`config.mk`:
```
export PLATFORM = sky130hd
export DESIGN_NAME = md_cart_flat
export DESIGN_NICKNAME = d
export VERILOG_FILES = /design/src/rtl/md_cart_if.sv /design/src/rtl/md_cart.sv /design/src/flat_wrapper.sv
export SDC_FILE = /design/constraint.sdc
export NUM_CORES = 1
export LEC_CHECK = 0
export CAP_MARGIN = 20
export CORE_ASPECT_RATIO = 1.25
export CORE_MARGIN = 2
export CORE_UTILIZATION = 37
export CTS_CLUSTER_DIAMETER = 60
export CTS_CLUSTER_SIZE = 8
export DETAILED_ROUTE_END_ITERATION = 12
export GPL_TIMING_DRIVEN = 0
export PLACE_DENSITY = 0.75
export SYNTH_ARGS = -nofsm -noshare
export SYNTH_HDL_FRONTEND = slang
export SYNTH_SLANG_ARGS = --single-unit
```
`constraint.sdc`:
```
create_clock -name MCLK2 -period 2.2 [get_ports MCLK2]
set_input_delay 0.55 -clock MCLK2 [delete_from_list [all_inputs] [get_ports MCLK2]]
set_output_delay 0.55 -clock MCLK2 [all_outputs]
set_load 0.02 [all_outputs]
```
`src/rtl/md_cart_if.sv`:
```
// Cartridge bus and memory port bundle for md_cart.
// slave = the cart bridge view, master = the 68k bus / memory controller view.
interface md_cart_if;
   logic [22:0] cart_address;
   logic        cart_cs;
   logic        cart_oe;
   logic        cart_lwr;
   logic        cart_uwr;
   logic        cart_time;
   logic [15:0] cart_data_wr;
   logic [15:0] cart_data;
   logic        cart_data_en;
   logic        ext_dtack;
   logic        mem_req;
   logic        mem_we;
   logic        mem_sram;
   logic [1:0]  mem_be;
   logic [23:0] mem_addr;
   logic [15:0] mem_wdata;
   logic [15:0] mem_rdata;
   logic        mem_ack;

   modport slave (
      input  cart_address, cart_cs, cart_oe, cart_lwr, cart_uwr, cart_time, cart_data_wr,
      input  mem_rdata, mem_ack,
      output cart_data, cart_data_en, ext_dtack,
      output mem_req, mem_we, mem_sram, mem_be, mem_addr, mem_wdata
   );

   modport master (
      output cart_address, cart_cs, cart_oe, cart_lwr, cart_uwr, cart_time, cart_data_wr,
      output mem_rdata, mem_ack,
      input  cart_data, cart_data_en, ext_dtack,
      input  mem_req, mem_we, mem_sram, mem_be, mem_addr, mem_wdata
   );
endinterface

```
`src/rtl/md_cart.sv`:
```
// Mega Drive cartridge bus bridge onto a single ROM/save-RAM memory port.
// Define MD_CART_SSF2_EN to enable the SSF2 bank mapper at $A130F3-$A130FF.
module md_cart #(
   parameter int ROM_WORDS_LOG2 = 21
) (
   input  logic     MCLK2,
   input  logic     ext_reset,
   md_cart_if.slave bus
);
   typedef enum logic [1:0] {IDLE, REQ, HOLD} state_t;

   state_t      state_reg;
   logic        strobe;
   logic        strobe_reg;
   logic        start;
   logic        is_write;
   logic        sram_sel;
   logic        ignore_wr;
   logic        regs_wr;
   logic [23:0] rom_addr;
   logic [23:0] sel_addr;
   logic        sram_en_reg;
   logic        wp_reg;
   logic        dtack_reg;
   logic        rd_reg;
   logic        mem_req_reg;
   logic        mem_we_reg;
   logic        mem_sram_reg;
   logic [1:0]  mem_be_reg;
   logic [23:0] mem_addr_reg;
   logic [15:0] mem_wdata_reg;
   logic [15:0] data_reg;

   assign strobe    = bus.cart_cs & (bus.cart_oe | bus.cart_lwr | bus.cart_uwr);
   assign start     = strobe & ~strobe_reg & ~bus.cart_time;
   assign is_write  = bus.cart_lwr | bus.cart_uwr;
   assign sram_sel  = sram_en_reg & bus.cart_address[20];
   assign ignore_wr = is_write & (~sram_sel | wp_reg);
   assign regs_wr   = bus.cart_time & bus.cart_lwr;

`ifdef MD_CART_SSF2_EN
   logic [5:0] bank_w [8];
   genvar gi;

   assign bank_w[0] = 6'd0;
   generate
      for (gi = 1; gi < 8; gi++) begin : g_bank
         logic [5:0] bank_reg;
         always_ff @(posedge MCLK2 or posedge ext_reset) begin
            if (ext_reset) begin
               bank_reg <= 6'(gi);
            end else if (regs_wr && bus.cart_address[6:3] == 4'hF
                         && bus.cart_address[2:0] == 3'(gi)) begin
               bank_reg <= bus.cart_data_wr[5:0];
            end
         end
         assign bank_w[gi] = bank_reg;
      end
   endgenerate

   assign rom_addr = {bank_w[bus.cart_address[20:18]], bus.cart_address[17:0]};
`else
   localparam logic [23:0] ROM_MASK = 24'((25'd1 << ROM_WORDS_LOG2) - 25'd1);

   assign rom_addr = {1'b0, bus.cart_address} & ROM_MASK;
`endif

   // Save RAM is a 32K-word window mirrored across $200000-$3FFFFF.
   assign sel_addr = sram_sel ? {9'h0, bus.cart_address[14:0]} : rom_addr;

   always_ff @(posedge MCLK2 or posedge ext_reset) begin
      if (ext_reset) begin
         state_reg     <= IDLE;
         strobe_reg    <= 1'b0;
         sram_en_reg   <= 1'b0;
         wp_reg        <= 1'b0;
         dtack_reg     <= 1'b0;
         rd_reg        <= 1'b0;
         mem_req_reg   <= 1'b0;
         mem_we_reg    <= 1'b0;
         mem_sram_reg  <= 1'b0;
         mem_be_reg    <= 2'b00;
         mem_addr_reg  <= 24'h0;
         mem_wdata_reg <= 16'h0;
         data_reg      <= 16'h0;
      end else begin
         strobe_reg <= strobe;
         if (regs_wr && bus.cart_address[6:0] == 7'h78) begin
            sram_en_reg <= bus.cart_data_wr[0];
            wp_reg      <= bus.cart_data_wr[1];
         end
         case (state_reg)
            IDLE: begin
               if (start) begin
                  mem_we_reg    <= is_write;
                  mem_sram_reg  <= sram_sel;
                  mem_be_reg    <= is_write ? {bus.cart_uwr, bus.cart_lwr} : 2'b11;
                  mem_addr_reg  <= sel_addr;
                  mem_wdata_reg <= bus.cart_data_wr;
                  rd_reg        <= ~is_write;
                  if (ignore_wr) begin
                     state_reg <= HOLD;
                     dtack_reg <= 1'b1;
                  end else begin
                     state_reg   <= REQ;
                     mem_req_reg <= 1'b1;
                  end
               end
            end
            REQ: begin
               if (bus.mem_ack) begin
                  mem_req_reg <= 1'b0;
                  if (!mem_we_reg) begin
                     data_reg <= bus.mem_rdata;
                  end
                  dtack_reg <= 1'b1;
                  state_reg <= HOLD;
               end
            end
            HOLD: begin
               if (!strobe) begin
                  dtack_reg <= 1'b0;
                  state_reg <= IDLE;
               end
            end
            default: begin
               state_reg   <= IDLE;
               dtack_reg   <= 1'b0;
               mem_req_reg <= 1'b0;
            end
         endcase
      end
   end

   // Gating with the live strobe lets DTACK release in the cycle the 68k ends the access.
   assign bus.ext_dtack    = dtack_reg & strobe;
   assign bus.cart_data_en = dtack_reg & rd_reg & strobe;
   assign bus.cart_data    = data_reg;
   assign bus.mem_req      = mem_req_reg;
   assign bus.mem_we       = mem_we_reg;
   assign bus.mem_sram     = mem_sram_reg;
   assign bus.mem_be       = mem_be_reg;
   assign bus.mem_addr     = mem_addr_reg;
   assign bus.mem_wdata    = mem_wdata_reg;
endmodule

```
`src/flat_wrapper.sv`:
```
// flat-port wrapper written by rule: the top's interface ports become plain ports
module md_cart_flat 
#(
   parameter int ROM_WORDS_LOG2 = 21
)
  (MCLK2, ext_reset, bus_cart_address, bus_cart_cs, bus_cart_oe, bus_cart_lwr, bus_cart_uwr, bus_cart_time, bus_cart_data_wr, bus_mem_rdata, bus_mem_ack, bus_cart_data, bus_cart_data_en, bus_ext_dtack, bus_mem_req, bus_mem_we, bus_mem_sram, bus_mem_be, bus_mem_addr, bus_mem_wdata);
  md_cart_if bus_i ();
  input  logic MCLK2;
  input  logic ext_reset;
  input wire logic [$bits(bus_i.cart_address)-1:0] bus_cart_address;
  input wire logic [$bits(bus_i.cart_cs)-1:0] bus_cart_cs;
  input wire logic [$bits(bus_i.cart_oe)-1:0] bus_cart_oe;
  input wire logic [$bits(bus_i.cart_lwr)-1:0] bus_cart_lwr;
  input wire logic [$bits(bus_i.cart_uwr)-1:0] bus_cart_uwr;
  input wire logic [$bits(bus_i.cart_time)-1:0] bus_cart_time;
  input wire logic [$bits(bus_i.cart_data_wr)-1:0] bus_cart_data_wr;
  input wire logic [$bits(bus_i.mem_rdata)-1:0] bus_mem_rdata;
  input wire logic [$bits(bus_i.mem_ack)-1:0] bus_mem_ack;
  output wire logic [$bits(bus_i.cart_data)-1:0] bus_cart_data;
  output wire logic [$bits(bus_i.cart_data_en)-1:0] bus_cart_data_en;
  output wire logic [$bits(bus_i.ext_dtack)-1:0] bus_ext_dtack;
  output wire logic [$bits(bus_i.mem_req)-1:0] bus_mem_req;
  output wire logic [$bits(bus_i.mem_we)-1:0] bus_mem_we;
  output wire logic [$bits(bus_i.mem_sram)-1:0] bus_mem_sram;
  output wire logic [$bits(bus_i.mem_be)-1:0] bus_mem_be;
  output wire logic [$bits(bus_i.mem_addr)-1:0] bus_mem_addr;
  output wire logic [$bits(bus_i.mem_wdata)-1:0] bus_mem_wdata;
  assign bus_i.cart_address = bus_cart_address;
  assign bus_i.cart_cs = bus_cart_cs;
  assign bus_i.cart_oe = bus_cart_oe;
  assign bus_i.cart_lwr = bus_cart_lwr;
  assign bus_i.cart_uwr = bus_cart_uwr;
  assign bus_i.cart_time = bus_cart_time;
  assign bus_i.cart_data_wr = bus_cart_data_wr;
  assign bus_i.mem_rdata = bus_mem_rdata;
  assign bus_i.mem_ack = bus_mem_ack;
  assign bus_cart_data = bus_i.cart_data;
  assign bus_cart_data_en = bus_i.cart_data_en;
  assign bus_ext_dtack = bus_i.ext_dtack;
  assign bus_mem_req = bus_i.mem_req;
  assign bus_mem_we = bus_i.mem_we;
  assign bus_mem_sram = bus_i.mem_sram;
  assign bus_mem_be = bus_i.mem_be;
  assign bus_mem_addr = bus_i.mem_addr;
  assign bus_mem_wdata = bus_i.mem_wdata;
  md_cart #(.ROM_WORDS_LOG2(ROM_WORDS_LOG2)) u_core (.MCLK2(MCLK2), .ext_reset(ext_reset), .bus(bus_i));
endmodule
```
Word level (Yosys, flattened, before mapping)
Cells that the tools add are included.

storage, ports and cells
  bits in registers = 68
  output and inout bits = 63
  word-level logic and storage cells = 63

operators by class
  eq/ne operators = 8
  muxes and demuxes = 16
  bitwise operators = 19
  reduce and logical (&&, ||, !) cells = 7

operator list
  operator                                             count
  2-to-1 mux 21 bit                                    1
  2-to-1 mux 2 bit                                     5
  AND 1 bit                                            9
  AND reduction 4 bit                                  2
  equality test 7 bit, second input constant           1
  2-to-1 mux 1 bit                                     7
  != test 2 bit, second input constant                 3
  inverter 1 bit                                       6
  case mux 1 bit (3 select lines)                      2
  case mux 2 bit (3 select lines)                      1
  AND reduction 3 bit                                  2
  != test 2 x 1 -> 1 bit, second input constant        2
  bitwise OR 1 bit                                     4
  equality test 2 x 1 -> 1 bit, second input constant  1
  equality test 2 bit, second input constant           1
  zero test 2 bit                                      1
  AND reduction 2 bit                                  1
  logical AND 1 bit                                    1

Longest topological paths before layout
Gate-level depths: netlist of run 1.

  word-level depth = 7
  mapped depth = 5
  depth with buffers taken out = 3

Worst setup path after synthesis of run 1
Ideal clock, no wire load.

  path type = input port to flip-flop
  start point = input bus_cart_lwr
  end point = register u_core.mem_addr_reg[0], in the netlist u_core.bus.mem_addr[0]
  library setup time = 0.125 ns
  data arrival time = 1.530 ns
  data required time = 2.075 ns
  path slack = 0.545 ns
  stages = 5
  cells stage by stage = o31ai_4 -> nor4b_2 -> buf_6 -> buf_12 -> mux2_4

on the way
  cells in the longest elaborated chain, start to end = 6

RTL lines
  element                         line                text
  start: declaration              flat_wrapper.sv:13  input wire logic [$bits(bus_i.cart_lwr)-1:0] bus_cart_lwr;
  bitwise OR 1 bit (2 in series)  md_cart.sv:34       assign strobe = bus.cart_cs & (bus.cart_oe | bus.cart_lwr | bus.cart_uwr);
  AND 1 bit                       md_cart.sv:34
  AND 1 bit (2 in series)         md_cart.sv:35       assign start = strobe & ~strobe_reg & ~bus.cart_time;
  AND reduction 2 bit (no line)   n/a
  end signal: assignment          md_cart.sv:98       mem_addr_reg <= sel_addr;
  end: declaration                md_cart.sv:30       logic [23:0] mem_addr_reg;

Every way passes these cells.
A chain may end at the register's enable or synchronous reset.

Worst setup path in the final report of run 1
  start point = input bus_cart_oe
  end point = output bus_cart_data_en

on the way
  cells in the longest elaborated chain, start to end = 4

RTL lines
  element                         line                text
  start: declaration              flat_wrapper.sv:12  input wire logic [$bits(bus_i.cart_oe)-1:0] bus_cart_oe;
  bitwise OR 1 bit (2 in series)  md_cart.sv:34
  AND 1 bit                       md_cart.sv:34
  AND 1 bit                       md_cart.sv:137      assign bus.cart_data_en = dtack_reg & rd_reg & strobe;
  end: declaration                flat_wrapper.sv:20  output wire logic [$bits(bus_i.cart_data_en)-1:0] bus_cart_data_en;

Every way passes these cells.

==> impl_metrics.xml, run 1 <==
<?xml version="1.0" encoding="UTF-8"?>
<metrics>
  <group name="outcome">
    <metric name="outcome" unit="">complete, no violations</metric>
  </group>
  <group name="timing">
    <metric name="slew_headroom" unit="%">65.5</metric>
    <metric name="finalHoldWorstSlack" unit="ns">0.501</metric>
    <metric name="drv_slew" unit="">0</metric>
    <metric name="clock.fmax" unit="MHz">471</metric>
    <metric name="min_period" unit="ns">2.12</metric>
    <metric name="clock_skew" unit="ns">0.00620</metric>
    <metric name="rsz0062_at_grt" unit="">false</metric>
    <metric name="final_hold_viol_count" unit="">0</metric>
    <metric name="worst_pin_slew" unit="ns">0.516</metric>
    <metric name="setup_total_negative_slack" unit="ns">0</metric>
    <metric name="final.period_utilization" unit="%">96.6</metric>
    <metric name="setup_violations" unit="">0</metric>
  </group>
  <group name="die">
    <metric name="die_width" unit="um">81.5</metric>
    <metric name="core-area" unit="um2">7310</metric>
    <metric name="effective_utilization_at_floorplan" unit="%">38.0</metric>
    <metric name="floorplan.die.height" unit="um">101</metric>
    <metric name="die_area" unit="um2">8220</metric>
    <metric name="core.rowCount" unit="">35</metric>
    <metric name="io_pins" unit="">126</metric>
  </group>
  <group name="yosys">
    <metric name="asyncSetResetFlopFracSynth" unit="%">100</metric>
    <metric name="yosys-top-cells-area" unit="">dfrtp_1, mux2_4, mux2_2</metric>
    <metric name="synth_cell_type_count" unit="">32</metric>
    <metric name="syn_avg_cell_area" unit="um2">15.6</metric>
    <metric name="synth_top_cell_area_share" unit="%">58.6</metric>
    <metric name="synth_edf_count" unit="">0</metric>
    <metric name="synthesized_instance_count" unit="">178</metric>
    <metric name="ys.flop_type" unit="">dfrtp_1</metric>
    <metric name="post_synthesis_sequential_area_ratio" unit="%">58.6</metric>
    <metric name="netlist.top_cell.by_area" unit="">dfrtp_1</metric>
    <metric name="post_synth_instance_area" unit="um2">2780</metric>
    <metric name="synth.yosys.warnings" unit="">0</metric>
    <metric name="synth-seq-cells" unit="">65</metric>
  </group>
  <group name="drt">
    <metric name="drc" unit="">0</metric>
    <metric name="detailedRoute.firstPassIterationCount" unit="">3</metric>
    <metric name="route.vias.total" unit="">1882</metric>
    <metric name="initialDrtViolationCount" unit="">15</metric>
    <metric name="routed_via_density" unit="">4.59</metric>
    <metric name="drt.antenna.violating_nets" unit="">0</metric>
    <metric name="wl_per_cell" unit="um">14.8</metric>
    <metric name="postRouteWirelength" unit="mm">6.08</metric>
  </group>
  <group name="clock_tree">
    <metric name="cts.root.buffer_cell" unit="">clkbuf_8</metric>
    <metric name="cts_inserted_buffers" unit="">9</metric>
    <metric name="clk_latency" unit="ns">0.33</metric>
    <metric name="cts_tree" unit="">yes</metric>
    <metric name="clock_path_buffers" unit="">2</metric>
    <metric name="h_tree_level_count" unit="">3</metric>
    <metric name="clkSlewWorstSetupHoldPaths" unit="ns">0.07</metric>
    <metric name="cts_sinks" unit="">65</metric>
  </group>
  <group name="setup_path">
    <metric name="cpMaxStageDelayCell" unit="">clkdlybuf4s50_1</metric>
    <metric name="start_kind" unit="">input port</metric>
    <metric name="timing_worst_setup_path_type" unit="">input port to primary output</metric>
    <metric name="worst-endpoint-required" unit="ns">1.65</metric>
    <metric name="timing.critical_path.cells" unit="">clkdlybuf4s50_1 -&gt; o31ai_4 -&gt; nor3_1 -&gt; buf_2</metric>
    <metric name="timing.critical_path.fanout_max" unit="">3</metric>
    <metric name="cp.arrival" unit="ns">1.57</metric>
    <metric name="largest_incremental_delay_on_the_critical_path" unit="ns">0.45</metric>
    <metric name="timing.critical_path.to_type" unit="">primary output</metric>
  </group>
  <group name="final_layout">
    <metric name="fin_nets" unit="">376</metric>
    <metric name="post_route_cells_drive_above_1_share" unit="%">27.4</metric>
    <metric name="finalInstanceArea" unit="um2">4350</metric>
    <metric name="layout-area-overhead-vs-synth" unit="%">56.5</metric>
    <metric name="filler_cell_count" unit="">608</metric>
    <metric name="n_diodes" unit="">0</metric>
    <metric name="largest_reg_flops" unit="">21</metric>
    <metric name="final_cells" unit="">410</metric>
    <metric name="layout.cells.most_common_list" unit="">clkdlybuf4s50_1, dfrtp_1, mux2_4, mux2_2, clkbuf_8</metric>
    <metric name="mostFrequentLayoutCell" unit="">clkdlybuf4s50_1</metric>
  </group>
  <group name="grt">
    <metric name="use_met3" unit="%">3.76</metric>
    <metric name="grt.busiest_layer" unit="">met2</metric>
    <metric name="grt_start_max_net_pins" unit="">43</metric>
    <metric name="number_of_antenna_violations_at_the_first_check_in_global_routing" unit="">0</metric>
    <metric name="via_count_of_the_first_global_routing_pass" unit="">2001</metric>
    <metric name="groute.usage.overall" unit="%">15.4</metric>
    <metric name="grt-ovfl-total" unit="">0</metric>
    <metric name="grt.met1_usage" unit="%">18.4</metric>
    <metric name="grt_pass1_wl" unit="mm">9.50</metric>
    <metric name="grtUsageMet2" unit="%">25.6</metric>
  </group>
  <group name="worst_hold_path">
    <metric name="holdCritPathClass" unit="">flop to flop</metric>
  </group>
  <group name="run">
    <metric name="cap_viol_max_count" unit="">0</metric>
  </group>
  <group name="pwr">
    <metric name="total_power_divided_by_cell_area" unit="nW/um2">1000</metric>
    <metric name="irDropWorstVdd" unit="mV">0.518</metric>
    <metric name="static-leakage-power" unit="nW">1.93</metric>
    <metric name="fin_total_pwr" unit="mW">4.36</metric>
  </group>
  <group name="placement">
    <metric name="dpl_cell_area" unit="um2">4120</metric>
    <metric name="number_of_port_buffers" unit="">120</metric>
    <metric name="post_detailed_placement_half_perimeter_wirelength" unit="mm">4.43</metric>
    <metric name="placer_congestion_estimate" unit="">0.720</metric>
    <metric name="dp.cells" unit="">393</metric>
  </group>
</metrics>
-- repair_timing --
action	in CTS	in global routing
gates resized for setup	11	0
hold endpoints to repair	0	0
buffers inserted	1	0
setup endpoints to repair	2	0
hold buffers	0	0
-- power by group --
part | leakage, nW | internal, mW | switching, mW
Clock | 0.109 | 0.701 | 0.447
Combinational | 1.02 | 0.897 | 0.669
Sequential | 0.797 | 1.49 | 0.157
Total | 1.93 | 3.09 | 1.27
-- worst paths after layout --
kind,from,end,slack [ns],cells after the start
worst min register to register,u_core.bus.mem_req,u_core.bus.mem_req,0.50,1
max in group asynchronous,ext_reset,u_core.rd_reg,1.03,3
worst min-delay path,u_core.bus.mem_req,u_core.bus.mem_req,0.50,1
worst max register to register,u_core.state_reg[1],u_core.bus.cart_data[9],0.57,4
min in group asynchronous,ext_reset,u_core.bus.mem_addr[0],0.57,2
worst max-delay path,bus_cart_oe,bus_cart_data_en,0.08,4
-- routing by layer --
| metal | part of all wire (%) | wire length, um |
|---|---|---|
| met5 | 0 | 0 |
| met4 | 1.7 | 105 |
| met3 | 6.7 | 407 |
| met2 | 50 | 3040 |
| met1 | 42 | 2530 |
-- layout make-up --
cell class / count / area [um2] / area share, %
Tap cell: 92 / 115 / 2.65
Multi-Input combinational cell: 95 / 1000 / 23.1
Clock inverter: 4 / 75.1 / 1.73
Timing Repair Buffer: 122 / 1220 / 28.0
Buffer: 10 / 118 / 2.71
Clock buffer: 12 / 155 / 3.57
Sequential cell: 65 / 1630 / 37.4
Inverter: 10 / 37.5 / 0.864
-- cell families (layout without fill, tap and decap cells) --
family | after synthesis | in the layout | share of synthesized area [%]
DFF | 65 | 65 | 58.6
muxes | 60 | 60 | 28.1
and+or+nand+nor | 23 | 23 | 4.82
buffers and inverters | 20 | 158 | 5.59
AOI/OAI and AO/OA | 9 | 9 | 2.84
other | 1 | 3 | 0.135
-- Yosys cell counts (2+ instances only) --
library cell / instances
buf_12: 3
buf_4: 4
nand3b_1: 2
nand2_1: 8
mux2_2: 23
mux2_4: 30
nor3_1: 2
nor2_1: 2
dfrtp_1: 65
inv_1: 10
buf_6: 2
mux2i_1: 7
-- critical path: cells and delay by family --
| family | cells | cell delay, ns |
|---|---|---|
| AOI/OAI and AO/OA | 1 | 0.32 |
| buffers and inverters | 2 | 0.62 |
| and+or+nand+nor | 1 | 0.08 |
-- metrics by stage --
stage,util (%),setup WS [ns]
2_1_floorplan,-,0.0235
3_3_place_gp,56.1,-1.14
3_5_place_dp,56.4,-0.469
4_1_cts,59.4,0.0756
5_1_grt,59.4,0.0385
6_report,59.4,0.0757
Note: power is estimated with default switching activity, not from simulation.
==> run 2, diff against run 1 <==
Settings changed: CORE_ASPECT_RATIO 1.25 to unset, CORE_UTILIZATION 37 to 28, CTS_BUF_LIST set to sky130_fd_sc_hd__clkbuf_16, PLACE_DENSITY 0.75 to unset.
==> impl_metrics.xml, run 2 (synthesis gave the netlist of run 1 again) <==
<?xml version="1.0" encoding="UTF-8"?>
<metrics>
  <group name="outcome">
    <metric name="outcome" unit="">complete, no violations</metric>
  </group>
  <group name="pwr">
    <metric name="total_power_divided_by_cell_area" unit="nW/um2">1000</metric>
    <metric name="switching_share" unit="%">29.3</metric>
    <metric name="power.clock.fraction" unit="%">27.7</metric>
    <metric name="p_comb_share" unit="%">35.1</metric>
    <metric name="static-leakage-power" unit="nW">1.96</metric>
    <metric name="irDropWorstVdd" unit="mV">0.382</metric>
    <metric name="intPower" unit="mW">3.13</metric>
    <metric name="net-switching-power" unit="mW">1.30</metric>
    <metric name="pwr-share-seq" unit="%">37.3</metric>
  </group>
  <group name="setup_path">
    <metric name="reg2reg_setup_slack" unit="ns">0.48</metric>
    <metric name="start_kind" unit="">input port</metric>
    <metric name="worstReg2RegStart" unit="">u_core.state_reg[1]</metric>
    <metric name="critical_path.startpoint" unit="">bus_cart_oe</metric>
    <metric name="timing.critical_path.to" unit="">bus_cart_data_en</metric>
    <metric name="worstReg2RegEnd" unit="">u_core.bus.cart_data[5]</metric>
    <metric name="timing_worst_setup_path_type" unit="">input port to primary output</metric>
    <metric name="timing.critical_path.fanout_max" unit="">3</metric>
    <metric name="worst-endpoint-required" unit="ns">1.65</metric>
    <metric name="r2r.worst_path.cells" unit="">4</metric>
    <metric name="timing.critical_path.to_type" unit="">primary output</metric>
    <metric name="cp.arrival" unit="ns">1.59</metric>
  </group>
  <group name="grt">
    <metric name="grt-ovfl-total" unit="">0</metric>
    <metric name="via_count_of_the_first_global_routing_pass" unit="">1955</metric>
    <metric name="grt_start_max_net_pins" unit="">66</metric>
    <metric name="grt_pass1_wl" unit="mm">10.2</metric>
    <metric name="groute.usage.overall" unit="%">11.9</metric>
    <metric name="number_of_antenna_violations_at_the_first_check_in_global_routing" unit="">0</metric>
  </group>
  <group name="drt">
    <metric name="postRouteWirelength" unit="mm">6.15</metric>
    <metric name="drc" unit="">0</metric>
    <metric name="route.vias.total" unit="">1841</metric>
    <metric name="wl_per_cell" unit="um">13.7</metric>
    <metric name="initialDrtViolationCount" unit="">29</metric>
    <metric name="routed_via_density" unit="">4.09</metric>
    <metric name="drt.antenna.violating_nets" unit="">0</metric>
    <metric name="detailedRoute.firstPassIterationCount" unit="">4</metric>
  </group>
  <group name="placement">
    <metric name="placer_congestion_estimate" unit="">0.646</metric>
    <metric name="post_detailed_placement_half_perimeter_wirelength" unit="mm">4.31</metric>
    <metric name="number_of_port_buffers" unit="">120</metric>
    <metric name="pre_cts_ws" unit="ns">-0.521</metric>
    <metric name="dpl_cell_area" unit="um2">4160</metric>
    <metric name="dp.cells" unit="">433</metric>
  </group>
  <group name="timing">
    <metric name="setup_violations" unit="">0</metric>
    <metric name="clock.fmax" unit="MHz">468</metric>
    <metric name="clock_skew" unit="ns">0.00453</metric>
    <metric name="final_hold_viol_count" unit="">0</metric>
    <metric name="worst_pin_slew" unit="ns">0.801</metric>
    <metric name="drv_slew" unit="">0</metric>
    <metric name="rsz0062_at_grt" unit="">false</metric>
    <metric name="finalHoldWorstSlack" unit="ns">0.497</metric>
    <metric name="final.period_utilization" unit="%">97.2</metric>
    <metric name="final.setup.worst_slack" unit="ns">0.0614</metric>
    <metric name="min_period" unit="ns">2.14</metric>
    <metric name="slew_headroom" unit="%">46.6</metric>
  </group>
  <group name="die">
    <metric name="io_pins" unit="">126</metric>
    <metric name="core.rowCount" unit="">36</metric>
    <metric name="effective_utilization_at_floorplan" unit="%">28.7</metric>
    <metric name="die_area" unit="um2">10700</metric>
    <metric name="floorplan.die.height" unit="um">104</metric>
    <metric name="die_width" unit="um">104</metric>
    <metric name="core-area" unit="um2">9680</metric>
  </group>
  <group name="worst_hold_path">
    <metric name="holdCritPathClass" unit="">flop to flop</metric>
  </group>
  <group name="clock_tree">
    <metric name="cts_inserted_buffers" unit="">9</metric>
    <metric name="cts_tree" unit="">yes</metric>
    <metric name="cts.root.buffer_cell" unit="">clkbuf_16</metric>
    <metric name="clk_latency" unit="ns">0.32</metric>
    <metric name="cts_sinks" unit="">65</metric>
    <metric name="clkSlewWorstSetupHoldPaths" unit="ns">0.05</metric>
    <metric name="clock_path_buffers" unit="">2</metric>
    <metric name="h_tree_level_count" unit="">3</metric>
  </group>
  <group name="final_layout">
    <metric name="filler_cell_count" unit="">903</metric>
    <metric name="layout-area-overhead-vs-synth" unit="%">58.9</metric>
    <metric name="largest_reg_flops" unit="">21</metric>
    <metric name="multi_input_area" unit="um2">1010</metric>
    <metric name="mostFrequentLayoutCell" unit="">clkdlybuf4s50_1</metric>
    <metric name="finalInstanceArea" unit="um2">4410</metric>
    <metric name="post_route_cells_drive_above_1_share" unit="%">26.8</metric>
    <metric name="n_diodes" unit="">0</metric>
    <metric name="fin_nets" unit="">375</metric>
    <metric name="layout.cells.most_common_list" unit="">clkdlybuf4s50_1, dfrtp_1, mux2_4, mux2_2, inv_1</metric>
    <metric name="final_cells" unit="">450</metric>
    <metric name="layout.area.seq" unit="um2">1630</metric>
  </group>
  <group name="run">
    <metric name="cap_viol_max_count" unit="">0</metric>
  </group>
</metrics>
run 2: power groups by stage:
stage          Clock [mW]  Sequential (mW)  Combinational [mW]
4_1_cts              1.27             1.65                1.58
3_3_place_gp            0             1.66                1.56
2_1_floorplan           0             2.02               0.441
5_1_grt              1.34             1.69                1.64
6_report             1.22             1.65                1.55
3_5_place_dp            0             1.67                1.57
run 2: cell type report:
class | count | area share (%)
Tap cell | 133 | 3.77
Clock inverter | 7 | 0.709
Timing Repair Buffer | 121 | 27.1
Multi-Input combinational cell | 95 | 22.9
Clock buffer | 9 | 5.10
Inverter | 10 | 0.907
Sequential cell | 65 | 36.9
Buffer | 10 | 2.67
run 2: worst min-delay path by stage:
stage | start | cells past startpoint | slack [ns] | to
global route | u_core.bus.cart_data[13] | 1 | 0.51 | u_core.bus.cart_data[13]
global placement | u_core.wp_reg | 1 | 0.48 | u_core.wp_reg
CTS | u_core.wp_reg | 1 | 0.50 | u_core.wp_reg
detailed placement | u_core.wp_reg | 1 | 0.49 | u_core.wp_reg
floorplan | u_core.wp_reg | 1 | 0.47 | u_core.wp_reg
finish | u_core.wp_reg | 1 | 0.50 | u_core.wp_reg
run 2: repair_timing:
action | 4_1_cts | 5_1_grt
gates cloned | 0 | 0
endpoints found under the setup margin | 2 | 10
gates resized for setup | 11 | 1
setup buffers | 1 | 0
pin swaps | 1 | 0
hold buffers | 0 | 0
run 2: layer usage:
metal / up-vias / global-route usage [%] / part of all wire, %
li1: 879 / - / -
met2: 79 / 17.5 / 43
met3: 7 / 4.15 / 7.1
met4: 0 / 3.76 / 1.1
met5: - / 0 / 0
met1: 876 / 16.5 / 49
run 2: critical path: stages:
cell,delay (ns)
clkdlybuf4s50_1,0.44
o31ai_4,0.35
nor3_1,0.08
buf_2,0.17
run 2: stage by stage:
| step | total power [mW] | setup TNS, ns | utilization, % |
|---|---|---|---|
| final | 4.43 | 0 | 45.6 |
| after global routing | 4.66 | 0 | 45.6 |
| after floorplan | 2.46 | 0 | - |
| after CTS | 4.49 | 0 | 45.5 |
| after global placement | 3.22 | -89.09 | 42.9 |
| after detailed placement | 3.24 | -10.69 | 42.9 |
